<file path="config.mk">
export PLATFORM = sky130hd
export DESIGN_NAME = oct_scan_sequencer_flat
export DESIGN_NICKNAME = d
export VERILOG_FILES = /design/src/rtl/oct_scan_pkg.sv /design/src/rtl/oct_scan_sequencer_if.sv /design/src/rtl/point_timer.sv /design/src/rtl/oct_scan_sequencer.sv /design/src/flat_wrapper.sv
export SDC_FILE = /design/constraint.sdc
export NUM_CORES = 1
export LEC_CHECK = 0
export ABC_AREA = 1
export BUFFER_PORTS_ARGS = -buffer_cell sky130_fd_sc_hd__buf_2
export CORE_ASPECT_RATIO = 1.5
export CORE_MARGIN = 4
export CORE_UTILIZATION = 58
export CTS_CLUSTER_SIZE = 10
export DETAILED_ROUTE_END_ITERATION = 6
export GPL_TIMING_DRIVEN = 1
export PLACE_DENSITY = 0.78
export SYNTH_ARGS = -nofsm -noshare
export SYNTH_HDL_FRONTEND = slang
export SYNTH_SLANG_ARGS = --single-unit
export TNS_END_PERCENT = 1
</file>
<file path="constraint.sdc">
create_clock -name clk -period 10.1 [get_ports clk]
set_input_delay 1.515 -clock clk [delete_from_list [all_inputs] [get_ports clk]]
set_output_delay 1.515 -clock clk [all_outputs]
set_load 0.02 [all_outputs]
</file>
<file path="src/rtl/oct_scan_pkg.sv">
// Shared types for the OCT scan sequencer: FSM state encoding, shadow config record, config validity check.
// Latency: n/a (types and a pure function only).
// Backpressure: n/a.
package oct_scan_pkg;

   localparam int CNT_W_DEF = 16;

   typedef enum logic [1:0] {
      ST_IDLE = 2'd0,
      ST_RUN  = 2'd1,
      ST_DONE = 2'd2
   } state_t;

   // One scan's worth of geometry and strobe timing, as loaded from the frame decoder.
   typedef struct packed {
      logic [CNT_W_DEF-1:0] x_points;
      logic [CNT_W_DEF-1:0] x_blocks;
      logic [CNT_W_DEF-1:0] y_points;
      logic [CNT_W_DEF-1:0] cycles_per_point;
      logic [CNT_W_DEF-1:0] da_delay;
      logic [CNT_W_DEF-1:0] acq_delay;
      logic [CNT_W_DEF-1:0] ccd_delay;
   } cfg_t;

   // A scan is runnable only with non-empty geometry and every strobe landing inside the point.
   function automatic logic cfg_ok(input cfg_t c);
      return (c.x_points != '0) && (c.x_blocks != '0) && (c.y_points != '0) &&
             (c.cycles_per_point != '0) &&
             (c.da_delay  < c.cycles_per_point) &&
             (c.acq_delay < c.cycles_per_point) &&
             (c.ccd_delay < c.cycles_per_point);
   endfunction

endpackage

</file>
<file path="src/rtl/oct_scan_sequencer_if.sv">
// Bundle between host/config side and the scan sequencer: config load, start/abort control, status and strobes.
// Latency: n/a (wiring only).
// Backpressure: none; every signal is a pulse or level, no handshake.
interface oct_scan_if
   import oct_scan_pkg::*;
   #(parameter int CNT_W = CNT_W_DEF);

   logic             cfg_valid;
   logic [CNT_W-1:0] x_points;
   logic [CNT_W-1:0] x_blocks;
   logic [CNT_W-1:0] y_points;
   logic [CNT_W-1:0] cycles_per_point;
   logic [CNT_W-1:0] da_delay;
   logic [CNT_W-1:0] acq_delay;
   logic [CNT_W-1:0] ccd_delay;
   logic             start;
   logic             abort;
   logic             busy;
   logic [CNT_W-1:0] x_idx;
   logic [CNT_W-1:0] blk_idx;
   logic [CNT_W-1:0] y_idx;
   logic             da_strobe;
   logic             acq_trig;
   logic             ccd_trig;
   logic             line_done;
   logic             scan_done;
   logic             cfg_err;

   modport master (
      output cfg_valid, x_points, x_blocks, y_points, cycles_per_point,
             da_delay, acq_delay, ccd_delay, start, abort,
      input  busy, x_idx, blk_idx, y_idx, da_strobe, acq_trig, ccd_trig,
             line_done, scan_done, cfg_err
   );

   modport slave (
      input  cfg_valid, x_points, x_blocks, y_points, cycles_per_point,
             da_delay, acq_delay, ccd_delay, start, abort,
      output busy, x_idx, blk_idx, y_idx, da_strobe, acq_trig, ccd_trig,
             line_done, scan_done, cfg_err
   );

endinterface

</file>
<file path="src/rtl/point_timer.sv">
// Per-point cycle counter with registered DA/ACQ/CCD compare strobes and last-cycle flags.
// Latency: strobes are registered from the next-cycle counter value, so they line up with the counter itself.
// Backpressure: none; counts whenever the sequencer is in RUN.
// Ports: run_q/run_d = current/next RUN state; period and delays = active config;
//        last_cycle = registered "this cycle is c==P-1"; last_next = same flag for the coming cycle.
module point_timer
   import oct_scan_pkg::*;
   #(parameter int CNT_W = CNT_W_DEF)
(
   input  logic             clk,
   input  logic             rst_n,
   input  logic             run_q,
   input  logic             run_d,
   input  logic [CNT_W-1:0] period,
   input  logic [CNT_W-1:0] da_delay,
   input  logic [CNT_W-1:0] acq_delay,
   input  logic [CNT_W-1:0] ccd_delay,
   output logic             da_strobe,
   output logic             acq_trig,
   output logic             ccd_trig,
   output logic             last_cycle,
   output logic             last_next
);

   logic [CNT_W-1:0] c_q, c_d, last_c;
   logic             da_q, da_d, acq_q, acq_d, ccd_q, ccd_d, last_q;

   always_comb begin
      last_c = period - CNT_W'(1);
      c_d    = '0;
      // First RUN cycle (run_q low) and point wrap both land on c=0.
      if (run_q && run_d && (c_q != last_c)) begin
         c_d = c_q + CNT_W'(1);
      end
      da_d      = run_d && (c_d == da_delay);
      acq_d     = run_d && (c_d == acq_delay);
      ccd_d     = run_d && (c_d == ccd_delay);
      last_next = run_d && (c_d == last_c);
   end

   always_ff @(posedge clk or negedge rst_n) begin
      if (!rst_n) begin
         c_q    <= '0;
         da_q   <= 1'b0;
         acq_q  <= 1'b0;
         ccd_q  <= 1'b0;
         last_q <= 1'b0;
      end else begin
         c_q    <= c_d;
         da_q   <= da_d;
         acq_q  <= acq_d;
         ccd_q  <= ccd_d;
         last_q <= last_next;
      end
   end

   assign da_strobe  = da_q;
   assign acq_trig   = acq_q;
   assign ccd_trig   = ccd_q;
   assign last_cycle = last_q;

endmodule

</file>
<file path="src/rtl/oct_scan_sequencer.sv">
// OCT scan sequencer: walks every (x, block, y) point at P cycles per point and emits per-point trigger strobes.
// Latency: start sampled at T -> busy and point (0,0,0) c=0 at T+1; all outputs registered.
// Backpressure: none; abort (level) forces IDLE on the next cycle, start outside IDLE is ignored.
// Ports: clk, rst_n (async active-low), bus = oct_scan_if.slave carrying config, start/abort, status, indices, strobes.
module oct_scan_sequencer
   import oct_scan_pkg::*;
   #(parameter int CNT_W = CNT_W_DEF)
(
   input  logic   clk,
   input  logic   rst_n,
   oct_scan_if.slave bus
);

   state_t           state_q, state_d;
   cfg_t             cfg_q, cfg_d;     // shadow config, loaded by cfg_valid in IDLE
   cfg_t             act_q, act_d;     // config of the scan in flight, copied from shadow on start
   cfg_t             cfg_in;
   logic [CNT_W-1:0] x_q, x_d, blk_q, blk_d, y_q, y_d;
   logic             busy_q, busy_d, line_done_q, line_done_d;
   logic             scan_done_q, scan_done_d, cfg_err_q, cfg_err_d;
   logic             run_q, run_d, last_cycle, last_next;
   logic             x_last, blk_last, y_last;

   always_comb begin
      cfg_in = '{x_points:         bus.x_points,
                 x_blocks:         bus.x_blocks,
                 y_points:         bus.y_points,
                 cycles_per_point: bus.cycles_per_point,
                 da_delay:         bus.da_delay,
                 acq_delay:        bus.acq_delay,
                 ccd_delay:        bus.ccd_delay};
   end

   assign x_last   = (x_q   == act_q.x_points - CNT_W'(1));
   assign blk_last = (blk_q == act_q.x_blocks - CNT_W'(1));
   assign y_last   = (y_q   == act_q.y_points - CNT_W'(1));

   always_comb begin
      state_d   = state_q;
      cfg_d     = cfg_q;
      act_d     = act_q;
      x_d       = x_q;
      blk_d     = blk_q;
      y_d       = y_q;
      cfg_err_d = 1'b0;
      unique case (state_q)
         ST_IDLE: begin
            if (bus.cfg_valid) cfg_d = cfg_in;
            // Validated against the shadow as it stood before any same-cycle load.
            if (bus.start) begin
               if (cfg_ok(cfg_q)) begin
                  state_d = ST_RUN;
                  act_d   = cfg_q;
               end else begin
                  cfg_err_d = 1'b1;
               end
            end
         end
         ST_RUN: begin
            if (last_cycle) begin
               if (!x_last) begin
                  x_d = x_q + CNT_W'(1);
               end else begin
                  x_d = '0;
                  if (!blk_last) begin
                     blk_d = blk_q + CNT_W'(1);
                  end else begin
                     blk_d = '0;
                     if (!y_last) begin
                        y_d = y_q + CNT_W'(1);
                     end else begin
                        y_d     = '0;
                        state_d = ST_DONE;
                     end
                  end
               end
            end
         end
         ST_DONE: state_d = ST_IDLE;
         default: state_d = ST_IDLE;
      endcase
      if (bus.abort) begin
         state_d   = ST_IDLE;
         x_d       = '0;
         blk_d     = '0;
         y_d       = '0;
         cfg_err_d = 1'b0;
      end
      run_q       = (state_q == ST_RUN);
      run_d       = (state_d == ST_RUN);
      busy_d      = run_d;
      scan_done_d = (state_d == ST_DONE);
      line_done_d = last_next && (x_d == act_d.x_points - CNT_W'(1));
   end

   point_timer #(.CNT_W(CNT_W)) u_point_timer (
      .clk        (clk),
      .rst_n      (rst_n),
      .run_q      (run_q),
      .run_d      (run_d),
      .period     (act_d.cycles_per_point),
      .da_delay   (act_d.da_delay),
      .acq_delay  (act_d.acq_delay),
      .ccd_delay  (act_d.ccd_delay),
      .da_strobe  (bus.da_strobe),
      .acq_trig   (bus.acq_trig),
      .ccd_trig   (bus.ccd_trig),
      .last_cycle (last_cycle),
      .last_next  (last_next)
   );

   always_ff @(posedge clk or negedge rst_n) begin
      if (!rst_n) begin
         state_q     <= ST_IDLE;
         cfg_q       <= '0;
         act_q       <= '0;
         x_q         <= '0;
         blk_q       <= '0;
         y_q         <= '0;
         busy_q      <= 1'b0;
         line_done_q <= 1'b0;
         scan_done_q <= 1'b0;
         cfg_err_q   <= 1'b0;
      end else begin
         state_q     <= state_d;
         cfg_q       <= cfg_d;
         act_q       <= act_d;
         x_q         <= x_d;
         blk_q       <= blk_d;
         y_q         <= y_d;
         busy_q      <= busy_d;
         line_done_q <= line_done_d;
         scan_done_q <= scan_done_d;
         cfg_err_q   <= cfg_err_d;
      end
   end

   assign bus.busy      = busy_q;
   assign bus.x_idx     = x_q;
   assign bus.blk_idx   = blk_q;
   assign bus.y_idx     = y_q;
   assign bus.line_done = line_done_q;
   assign bus.scan_done = scan_done_q;
   assign bus.cfg_err   = cfg_err_q;

endmodule

</file>
<file path="src/flat_wrapper.sv">
// flat-port wrapper written by rule: the top's interface ports become plain ports
module oct_scan_sequencer_flat import oct_scan_pkg::*;
#(parameter int CNT_W = CNT_W_DEF)
  (clk, rst_n, bus_cfg_valid, bus_x_points, bus_x_blocks, bus_y_points, bus_cycles_per_point, bus_da_delay, bus_acq_delay, bus_ccd_delay, bus_start, bus_abort, bus_busy, bus_x_idx, bus_blk_idx, bus_y_idx, bus_da_strobe, bus_acq_trig, bus_ccd_trig, bus_line_done, bus_scan_done, bus_cfg_err);
  oct_scan_if #(.CNT_W(CNT_W)) bus_i ();
  input  logic clk;
  input  logic rst_n;
  input wire logic [$bits(bus_i.cfg_valid)-1:0] bus_cfg_valid;
  input wire logic [$bits(bus_i.x_points)-1:0] bus_x_points;
  input wire logic [$bits(bus_i.x_blocks)-1:0] bus_x_blocks;
  input wire logic [$bits(bus_i.y_points)-1:0] bus_y_points;
  input wire logic [$bits(bus_i.cycles_per_point)-1:0] bus_cycles_per_point;
  input wire logic [$bits(bus_i.da_delay)-1:0] bus_da_delay;
  input wire logic [$bits(bus_i.acq_delay)-1:0] bus_acq_delay;
  input wire logic [$bits(bus_i.ccd_delay)-1:0] bus_ccd_delay;
  input wire logic [$bits(bus_i.start)-1:0] bus_start;
  input wire logic [$bits(bus_i.abort)-1:0] bus_abort;
  output wire logic [$bits(bus_i.busy)-1:0] bus_busy;
  output wire logic [$bits(bus_i.x_idx)-1:0] bus_x_idx;
  output wire logic [$bits(bus_i.blk_idx)-1:0] bus_blk_idx;
  output wire logic [$bits(bus_i.y_idx)-1:0] bus_y_idx;
  output wire logic [$bits(bus_i.da_strobe)-1:0] bus_da_strobe;
  output wire logic [$bits(bus_i.acq_trig)-1:0] bus_acq_trig;
  output wire logic [$bits(bus_i.ccd_trig)-1:0] bus_ccd_trig;
  output wire logic [$bits(bus_i.line_done)-1:0] bus_line_done;
  output wire logic [$bits(bus_i.scan_done)-1:0] bus_scan_done;
  output wire logic [$bits(bus_i.cfg_err)-1:0] bus_cfg_err;
  assign bus_i.cfg_valid = bus_cfg_valid;
  assign bus_i.x_points = bus_x_points;
  assign bus_i.x_blocks = bus_x_blocks;
  assign bus_i.y_points = bus_y_points;
  assign bus_i.cycles_per_point = bus_cycles_per_point;
  assign bus_i.da_delay = bus_da_delay;
  assign bus_i.acq_delay = bus_acq_delay;
  assign bus_i.ccd_delay = bus_ccd_delay;
  assign bus_i.start = bus_start;
  assign bus_i.abort = bus_abort;
  assign bus_busy = bus_i.busy;
  assign bus_x_idx = bus_i.x_idx;
  assign bus_blk_idx = bus_i.blk_idx;
  assign bus_y_idx = bus_i.y_idx;
  assign bus_da_strobe = bus_i.da_strobe;
  assign bus_acq_trig = bus_i.acq_trig;
  assign bus_ccd_trig = bus_i.ccd_trig;
  assign bus_line_done = bus_i.line_done;
  assign bus_scan_done = bus_i.scan_done;
  assign bus_cfg_err = bus_i.cfg_err;
  oct_scan_sequencer #(.CNT_W(CNT_W)) u_core (.clk(clk), .rst_n(rst_n), .bus(bus_i));
endmodule
</file>
==> flow_summary.yaml, run 1 <==
outcome:
  status: "finished with violations"
  violations: "design-rule violations"
clocking:
  cts_hold_buf: 0
  clk_latency_ns: 0.54
  cts_setup_buffers: 0
  cts_buffer_depth: 3
  ctsResizeCount: 0
  cts_root_buffer: "clkbuf_16"
  cts-buffers-inserted: 36
  cts.htree.levels: 2
  cts_sinks: 298
  path_clk_slew_ns: 0.05
  cts_tree: "built"
route:
  viasPerCell: 5.57
  wire_per_inst_um: 18.3
  drt_iter0_drc: 927
  wl_mm: 51.3
  ant_nets: 0
  first_pass_iters: 7
  via_count: 15600
  drc: 4
critical_path:
  worst-path-max-fanout: 88
  worstPathArrival_ns: 6.49
  cp_slowest_stage_delay_ns: 0.57
  cp_slowest_cell: "nand3_2"
  endpoint_kind: "flop"
  critical_path_required_ns: 10.56
  worstSetupPathType: "flop to flop"
  cpMostUsedCell: "nand2_1"
  worst_setup_path_start_kind: "flop"
cells_and_area:
  final_cell_mix: "nand2_1, dfrtp_1, inv_1"
  drive_gt1_frac: 0.175
  fin_cells: 2807
  area_growth_pct: 12.3
  nets: 2569
  final_common_cell: "nand2_1"
die:
  die_y_um: 222
  die_area_um2: 33600
  num_rows: 78
  pin_count: 172
  die_w_um: 151
  core_area_um2: 30300
  start_util: 0.587
yosys:
  yosysWarnings: 0
  synthesis.nets: 2407
  ys_types: 51
  synth-seq-area-share: 0.420
  synth_top_area_frac: 0.420
  synthTopCellsByArea: "dfrtp_1, nand2_1, mux2_2, inv_1, nor2_1"
  synthArstFlopShare: 1.00
  synth_ff_type: "dfrtp_1"
  synth_area_um2: 17800
  syn_inst: 2236
  yosys.area.top_type: "dfrtp_1"
  synth-edff-count: 0
  syn_avg_cell_area_um2: 7.95
  ys_ff_latch: 298
sta:
  min_period_over_period: 0.596
  drv_slew: 0
  skew_ns: 0.0149
  tightest_slew_ns: 0.915
  slew-limit-headroom: 0.390
  hold_violations: 0
  rsz0062_at_grt: "false"
  fin_ws_ns: 4.08
  fin_crit_ns: 6.02
  max_freq_mhz: 166
  setup_viol: 0
  final.setup.tns_ns: 0
  hold-worst-slack_ns: 0.493
global_routing:
  first_global_vias: 15400
  grt_remaining_overflow: 0
  track_usage: 0.305
  grt_pass1_wl_mm: 80.4
  antenna_found_initial: 1
  grt_max_degree: 120
placed_design:
  dpl.hpwl_mm: 39.3
  io_buffers: 171
  preCtsSetupSlack_ns: 3.94
  gp_congestion: 0.969
  post-place-cells: 2760
power:
  power_density_nw_per_um2: 293
  p_leak_nw: 10.0
  ir_drop_v: 0.000192
job:
  maxCapViolations: 0
min_path:
  hold_class: "flop to flop"
## state kept, by name, indices dropped and copies added, names as in the netlist
name                             flops
u_core.cfg_q                       112
u_core.u_point_timer.da_strobe       1
u_core.u_point_timer.ccd_trig        1
u_core.u_point_timer.acq_trig        1
u_core.bus.x_idx                    16
u_core.bus.scan_done                 1
u_core.bus.blk_idx                  16
u_core.bus.line_done                 1
u_core.u_point_timer.c_q            16
u_core.state_q                       2
u_core.bus.busy                      1
u_core.bus.cfg_err                   1
u_core.bus.y_idx                    16
u_core.u_point_timer.last_cycle      1
u_core.act_q                       112
## Yosys cell counts (5+ instances only)
master	n
nand2_1	564
dfrtp_1	298
inv_1	267
nor2_1	236
xor2_1	96
nand3_1	93
mux2_2	92
o21ai_0	92
a21oi_1	69
nand4_1	67
ha_1	54
or2_2	41
nor3_1	37
xnor2_1	34
clkbuf_1	30
nand3_2	13
nand2_2	12
buf_1	11
inv_2	10
nor4_1	10
o21ai_1	10
o22ai_1	10
buf_2	9
nor2_2	9
a211oi_1	7
buf_6	6
nor3b_1	6
nor2_4	5
o211ai_1	5
o31ai_1	5
## worst max-delay path: cells and delay by family (launching register included)
kind / cells / cell delay, ns
and+or+nand+nor: 26 / 3.80
DFF: 1 / 0.37
adders and majority gates: 2 / 0.57
buffers and inverters: 4 / 0.93
AOI/OAI and AO/OA: 1 / 0.19
## area by class of cell
cell class | count | area (um2)
fillers | 2554 | 10300
multi-input cells | 1603 | 9010
flip-flops and latches | 298 | 7460
inverters | 277 | 1040
clock buffers | 42 | 953
repair buffers | 182 | 948
well taps | 400 | 500
clock inverters | 4 | 50.0
diodes | 1 | 2.50
## where the power goes
group / internal, W / switching (W) / leakage, nW
registers: 0.00159 / 0.000317 / 3.65
clock network: 0.000665 / 0.000490 / 0.494
logic: 0.000986 / 0.00180 / 5.89
total: 0.00324 / 0.00260 / 10.0
## routing by layer
metal / GRT usage / up-vias / wire (um)
met5: 0 / - / 13
met4: 0.168 / 2 / 3240
met3: 0.0353 / 140 / 2480
met2: 0.538 / 505 / 26400
met1: 0.356 / 7459 / 19200
li1: - / 7516 / -
## cells by family (layout without fill, tap and decap cells)
family / Yosys count / after routing / synth area share
AOI/OAI and AO/OA: 219 / 219 / 0.0693
xor gates and xnor gates: 132 / 132 / 0.0666
adders and majority gates: 54 / 54 / 0.0380
buffers and inverters: 335 / 505 / 0.0743
DFF: 298 / 298 / 0.420
muxes: 93 / 93 / 0.0589
other: 0 / 1 / 0
and+or+nand+nor: 1105 / 1105 / 0.273
## final timing paths
kind	slack, ns	end	depth (start not counted)	startpoint
max	4.08	u_core.u_point_timer.acq_trig	33	u_core.cfg_q[51]
min in group asynchronous	1.07	u_core.bus.y_idx[5]	1	rst_n
min	0.49	u_core.act_q[82]	2	u_core.cfg_q[82]
max reg2reg	4.08	u_core.u_point_timer.acq_trig	33	u_core.cfg_q[51]
max in group asynchronous	7.58	u_core.cfg_q[83]	2	rst_n
min reg2reg	0.49	u_core.act_q[82]	2	u_core.cfg_q[82]
## stage by stage
stage,utilization,instance area (um2),total power [W]
after floorplan,-,17800,0.00390
after global placement,0.627,19000,0.00457
after detailed placement,0.627,19000,0.00466
after CTS,0.660,20000,0.00584
after global routing,0.660,20000,0.00630
final,0.660,20000,0.00585
(Power assumes the default switching activity.)
==> run 2: changes to the inputs <==
--- a/config.mk
+++ b/config.mk
@@ -5,7 +5,7 @@
 export SDC_FILE = /design/constraint.sdc
 export NUM_CORES = 1
 export LEC_CHECK = 0
-export ABC_AREA = 1
+export ABC_AREA = 0
 export BUFFER_PORTS_ARGS = -buffer_cell sky130_fd_sc_hd__buf_2
 export CORE_ASPECT_RATIO = 1.5
 export CORE_MARGIN = 4
==> constraint.sdc (replaced) <==
create_clock -name clk -period 6.2 [get_ports clk]
set_input_delay 0.93 -clock clk [delete_from_list [all_inputs] [get_ports clk]]
set_output_delay 0.93 -clock clk [all_outputs]
set_load 0.02 [all_outputs]
==> flow_summary.yaml, run 2 <==
yosys:
  synth_area_um2: 18000
  yosys.area.top_type: "dfrtp_1"
  synthTopCellsByArea: "dfrtp_1, mux2_2, nand2_1, xnor2_1, ha_1"
  ys_ff_latch: 298
  synth_ff_type: "dfrtp_1"
  synth_top_area_frac: 0.413
  syn_avg_cell_area_um2: 9.19
  yosysWarnings: 0
  yosys-top-cells-count: "nand2_1, dfrtp_1, nor2_1, o21ai_0, xnor2_1"
  syn_inst: 1963
  synth-seq-area-share: 0.413
  yosysMostFrequentCell: "nand2_1"
  synthesis.nets: 2134
  synthArstFlopShare: 1.00
  synth-edff-count: 0
  ys_types: 90
power:
  p_leak_nw: 9.09
  power_density_nw_per_um2: 415
  p_comb_frac: 0.424
  ir_drop_v: 0.000324
  p_int_w: 0.00498
  p_seq_frac: 0.355
  swShare: 0.412
  switchingPower_w: 0.00348
  pwr-share-clk: 0.221
sta:
  tightest_slew_ns: 1.19
  max_freq_mhz: 171
  final.setup.tns_ns: 0
  drv_slew: 0
  skew_ns: 0.0247
  hold_violations: 0
  setup_viol: 0
  slew-limit-headroom: 0.204
  fin_crit_ns: 5.86
  min_period_over_period: 0.945
critical_path:
  critical_path_required_ns: 6.63
  crit_start: "u_core.cfg_q[63]"
  endpoint_kind: "flop"
  worstSetupPathType: "flop to flop"
  critPathTopFamily: "simple AND/OR/NAND/NOR gates"
  crit_buf_inv: 3
  worstPathArrival_ns: 6.29
  cp_slowest_stage_delay_ns: 0.52
  rrSetupSlack_ns: 0.34
  critical_path_depth: 24
  cp_slowest_cell: "or4_1"
  reg2reg_to: "u_core.u_point_timer.da_strobe"
  r2r_start: "u_core.cfg_q[63]"
  ff2ff_path_depth: 24
  cp-endpoint: "u_core.u_point_timer.da_strobe"
  crit_chain: "inv_1 > ha_1 > a22o_1 > nor4_1 > o221ai_1 > nor4bb_1 > and4_2 > nand2_4 > mux2i_2 > ha_2 > nor3b_4 > nand2_1 > or3_4 > xnor2_1 > or4_1 > mux2i_1 > o211ai_1 > nor2_4 > buf_4 > a21o_1 > buf_4 > o211ai_1 > a32o_1 > nor4_1"
  worst-path-max-fanout: 9
  worst_setup_path_start_kind: "flop"
route:
  wl_mm: 57.0
  viasPerCell: 6.32
  wire_per_inst_um: 22.6
  first_pass_iters: 7
  drc: 0
  drt_iter0_drc: 1224
  via_count: 15900
  ant_nets: 0
die:
  num_rows: 78
  die_w_um: 152
  start_util: 0.592
  die_area_um2: 34000
  die_y_um: 224
  core_area_um2: 30400
  pin_count: 172
placed_design:
  io_buffers: 171
  placed_area_um2: 19300
  gp_congestion: 1.01
  dpl.hpwl_mm: 42.5
clocking:
  cts.htree.levels: 2
  cts-buffers-inserted: 36
  cts_hold_buf: 0
  cts_sinks: 298
  path_clk_slew_ns: 0.06
  clk_latency_ns: 0.53
  cts_tree: "built"
  cts_root_buffer: "clkbuf_16"
  cts_buffer_depth: 3
outcome:
  status: "finished, final reports clean"
cells_and_area:
  final_cell_mix: "nand2_1, dfrtp_1, buf_2"
  area_growth_pct: 12.9
  final_common_cell: "nand2_1"
  fin_area_um2: 20400
  multi_input_area_um2: 9990
  drive_gt1_frac: 0.187
  antenna-diode-count: 0
  fillers: 2441
  register_area_um2: 7460
  top_regs: "u_core.act_q x112, u_core.cfg_q x112"
  nets: 2284
global_routing:
  first_global_vias: 16200
  track_usage: 0.328
  grt_max_degree: 136
  antenna_found_initial: 2
  grt_pass1_wl_mm: 88.5
  grt_remaining_overflow: 0
job:
  maxCapViolations: 0
min_path:
  hold_class: "input pin to async pin"
==> run 2: cell types whose count changed after synthesis, moves of 25 or more <==
| cell | change |
|---|---|
| and3_1 | +25 |
| clkbuf_1 | +36 |
| inv_1 | -200 |
| mux2i_1 | +33 |
| nand2_1 | -255 |
| nand3_1 | -33 |
| nand4_1 | -31 |
| nor2_1 | -116 |
| o21ai_0 | +25 |
| or2_2 | -38 |
| xnor2_1 | +77 |
| xor2_1 | -25 |
==> run 2: cell families after synthesis <==
family	Yosys count	share of synthesized area
AND/OR/NAND/NOR	784	0.214
multiplexers	138	0.0838
buffers and inverters	164	0.0376
AO/OA/AOI/OAI	342	0.124
XOR/XNOR	183	0.0896
flip-flops	298	0.413
adder cells (fa/ha/maj)	54	0.0375
==> run 2: worst min path at each step <==
stage	from	end	slack [ns]	cells past startpoint
5_1_grt	rst_n	u_core.bus.y_idx[3]	0.47	1
2_1_floorplan	u_core.act_q[1]	u_core.act_q[1]	0.45	2
6_report	rst_n	u_core.bus.y_idx[3]	0.39	1
3_5_place_dp	u_core.act_q[1]	u_core.act_q[1]	0.48	2
3_3_place_gp	u_core.cfg_q[69]	u_core.act_q[69]	0.48	2
4_1_cts	rst_n	u_core.bus.y_idx[3]	0.44	1
==> run 2: metal layers <==
| metal | vias up | GRT usage | routed length (um) |
|---|---|---|---|
| met5 | - | 0 | 0 |
| met4 | 0 | 0.238 | 4920 |
| met3 | 243 | 0.0427 | 3270 |
| met2 | 764 | 0.572 | 28100 |
| met1 | 7646 | 0.370 | 20700 |
| li1 | 7276 | - | - |
==> run 2: cell type report <==
class	count	share of cell area
repair buffers	209	0.0584
inverters	67	0.0123
well taps	400	0.0246
flip-flops and latches	298	0.366
clock inverters	4	0.00135
clock buffers	42	0.0469
multi-input cells	1501	0.490
==> run 2: power by group through the flow <==
stage	combinational, W	sequential, W	clock [W]
after floorplan	0.00260	0.00276	0
after global placement	0.00340	0.00298	0
after detailed placement	0.00349	0.00301	0
after CTS	0.00352	0.00298	0.00190
after global routing	0.00392	0.00306	0.00198
final	0.00359	0.00300	0.00187
==> run 2: stage by stage <==
step	cells	utilization	power (W)	hold slack [ns]	setup WS, ns
after floorplan	1963	-	0.00536	0.453	0.000161
after global placement	2471	0.635	0.00638	0.478	0.522
after detailed placement	2471	0.635	0.00650	0.484	0.280
after CTS	2517	0.667	0.00839	0.442	0.298
after global routing	2521	0.669	0.00896	0.467	-0.0492
final	2521	0.669	0.00846	0.395	0.342
==> run 2: timing repair <==
item                                    CTS  global route
resized for setup                         0             8
setup buffers                             0             4
endpoints found under the setup margin    0             3
==> run 3: changes to the inputs <==
--- a/config.mk
+++ b/config.mk
@@ -14,6 +14,7 @@
 export DETAILED_ROUTE_END_ITERATION = 6
 export GPL_TIMING_DRIVEN = 1
 export PLACE_DENSITY = 0.78
+export REMOVE_ABC_BUFFERS = 1
 export SYNTH_ARGS = -nofsm -noshare
 export SYNTH_HDL_FRONTEND = slang
 export SYNTH_SLANG_ARGS = --single-unit
==> flow_summary.yaml, run 3 (synthesized netlist as in run 2, its figures left out) <==
power:
  p_leak_nw: 9.22
  ir_drop_v: 0.000291
  power_density_nw_per_um2: 412
critical_path:
  rrSetupSlack_ns: 0.31
  r2r_start: "u_core.cfg_q[55]"
  endpoint_kind: "flop"
  critical_path_required_ns: 6.62
  worst-path-max-fanout: 14
  cp-endpoint: "u_core.u_point_timer.da_strobe"
  reg2reg_to: "u_core.u_point_timer.da_strobe"
  worstSetupPathType: "flop to flop"
  worst_setup_path_start_kind: "flop"
  worstPathArrival_ns: 6.31
  crit_start: "u_core.cfg_q[55]"
  ff2ff_path_depth: 26
die:
  num_rows: 78
  start_util: 0.592
  die_area_um2: 34000
  die_y_um: 224
  core_area_um2: 30400
  pin_count: 172
  die_w_um: 152
clocking:
  cts_sinks: 298
  clk_latency_ns: 0.54
  cts_buffer_depth: 3
  cts-buffers-inserted: 36
  cts_root_buffer: "clkbuf_16"
  cts_tree: "built"
  cts.htree.levels: 2
  path_clk_slew_ns: 0.05
global_routing:
  antenna_found_initial: 2
  first_global_vias: 16300
  grt_max_degree: 105
  grt_pass1_wl_mm: 90.2
  track_usage: 0.333
  grt_remaining_overflow: 0
placed_design:
  gp_congestion: 1.06
  placed_area_um2: 19500
  io_buffers: 171
  dpl.hpwl_mm: 43.0
  preCtsSetupSlack_ns: 0.0327
cells_and_area:
  nets: 2309
  final_common_cell: "nand2_1"
  final_cell_mix: "nand2_1, dfrtp_1, buf_2"
  fin_area_um2: 20600
  drive_gt1_frac: 0.198
  top_regs: "u_core.act_q x112, u_core.cfg_q x112"
  area_growth_pct: 14.4
  fillers: 2460
route:
  via_count: 15800
  wl_mm: 57.0
  viasPerCell: 6.20
  ant_nets: 0
  wire_per_inst_um: 22.4
  drc: 0
  first_pass_iters: 5
  drt_iter0_drc: 1120
job:
  maxCapViolations: 0
sta:
  setup_viol: 0
  drv_slew: 0
  hold_violations: 0
  tightest_slew_ns: 1.14
  rsz0062_at_grt: "true"
  min_period_over_period: 0.950
  fin_crit_ns: 5.89
  slew-limit-headroom: 0.235
  skew_ns: 0.0236
  fin_ws_ns: 0.311
  max_freq_mhz: 170
  final.setup.tns_ns: 0
outcome:
  status: "finished, final reports clean"
min_path:
  hold_class: "input pin to async pin"
==> run 3: repair_timing <==
item	4_1_cts	5_1_grt
setup buffers	0	2
resized for setup	1	15
endpoints found under the setup margin	1	8
hold buffers	0	0
pin swaps	0	6
==> run 3: layer usage <==
| layer | track usage | vias up | routed length (um) |
|---|---|---|---|
| li1 | - | 7320 | - |
| met1 | 0.382 | 7701 | 21300 |
| met2 | 0.590 | 587 | 28700 |
| met3 | 0.0468 | 181 | 2960 |
| met4 | 0.200 | 0 | 3980 |
| met5 | 0 | - | 0 |
==> run 3: worst min-delay path by stage <==
stage / to / slack (ns) / cells past startpoint
after detailed placement: u_core.act_q[95] / 0.48 / 2
after global placement: u_core.act_q[95] / 0.48 / 2
after CTS: u_core.cfg_q[1] / 0.45 / 1
final: u_core.cfg_q[1] / 0.39 / 1
after global routing: u_core.cfg_q[1] / 0.47 / 1
after floorplan: u_core.act_q[1] / 0.45 / 2
==> run 3: final cells by class <==
class / instances / area, um2 / share of cell area
Multi-Input combinational cell: 1501 / 10000 / 0.485
Sequential cell: 298 / 7460 / 0.361
Timing Repair Buffer: 234 / 1400 / 0.0679
Clock buffer: 41 / 951 / 0.0461
Tap cell: 400 / 500 / 0.0242
Inverter: 67 / 251 / 0.0122
Clock inverter: 3 / 55.1 / 0.00267
Antenna cell: 2 / 5.00 / 0.000242
==> run 3: stage by stage <==
step / instances / hold WS [ns] / power, W / utilization
after global routing: 2546 / 0.470 / 0.00902 / 0.678
after global placement: 2498 / 0.477 / 0.00641 / 0.641
after CTS: 2542 / 0.452 / 0.00845 / 0.674
after detailed placement: 2498 / 0.483 / 0.00652 / 0.641
after floorplan: 1866 / 0.453 / 0.00530 / -
final: 2546 / 0.391 / 0.00850 / 0.678
==> run 3: worst max-delay path, cell delays in order, from the launching register on <==
cell,delay [ns]
dfrtp_1,0.39
inv_1,0.17
buf_4,0.24
ha_1,0.31
nand2_1,0.07
nor2_1,0.20
o2111ai_1,0.32
and4_4,0.33
nand2_4,0.11
buf_4,0.21
nor2_1,0.06
a21oi_1,0.16
ha_2,0.24
nor3b_2,0.19
nand2_1,0.10
or3_1,0.38
xnor2_1,0.15
or4_1,0.51
mux2i_1,0.18
o211ai_1,0.20
nor2_4,0.20
buf_12,0.13
a21o_1,0.18
buf_4,0.19
nand3_1,0.09
a32o_1,0.29
nor4_1,0.21
==> run 3: report_power, final <==
group | switching (W) | total [W] | leakage, nW | internal [W]
clock | 0.000806 | 0.00189 | 0.490 | 0.00108
sequential | 0.000520 | 0.00296 | 3.74 | 0.00244
combinational | 0.00215 | 0.00365 | 4.99 | 0.00150
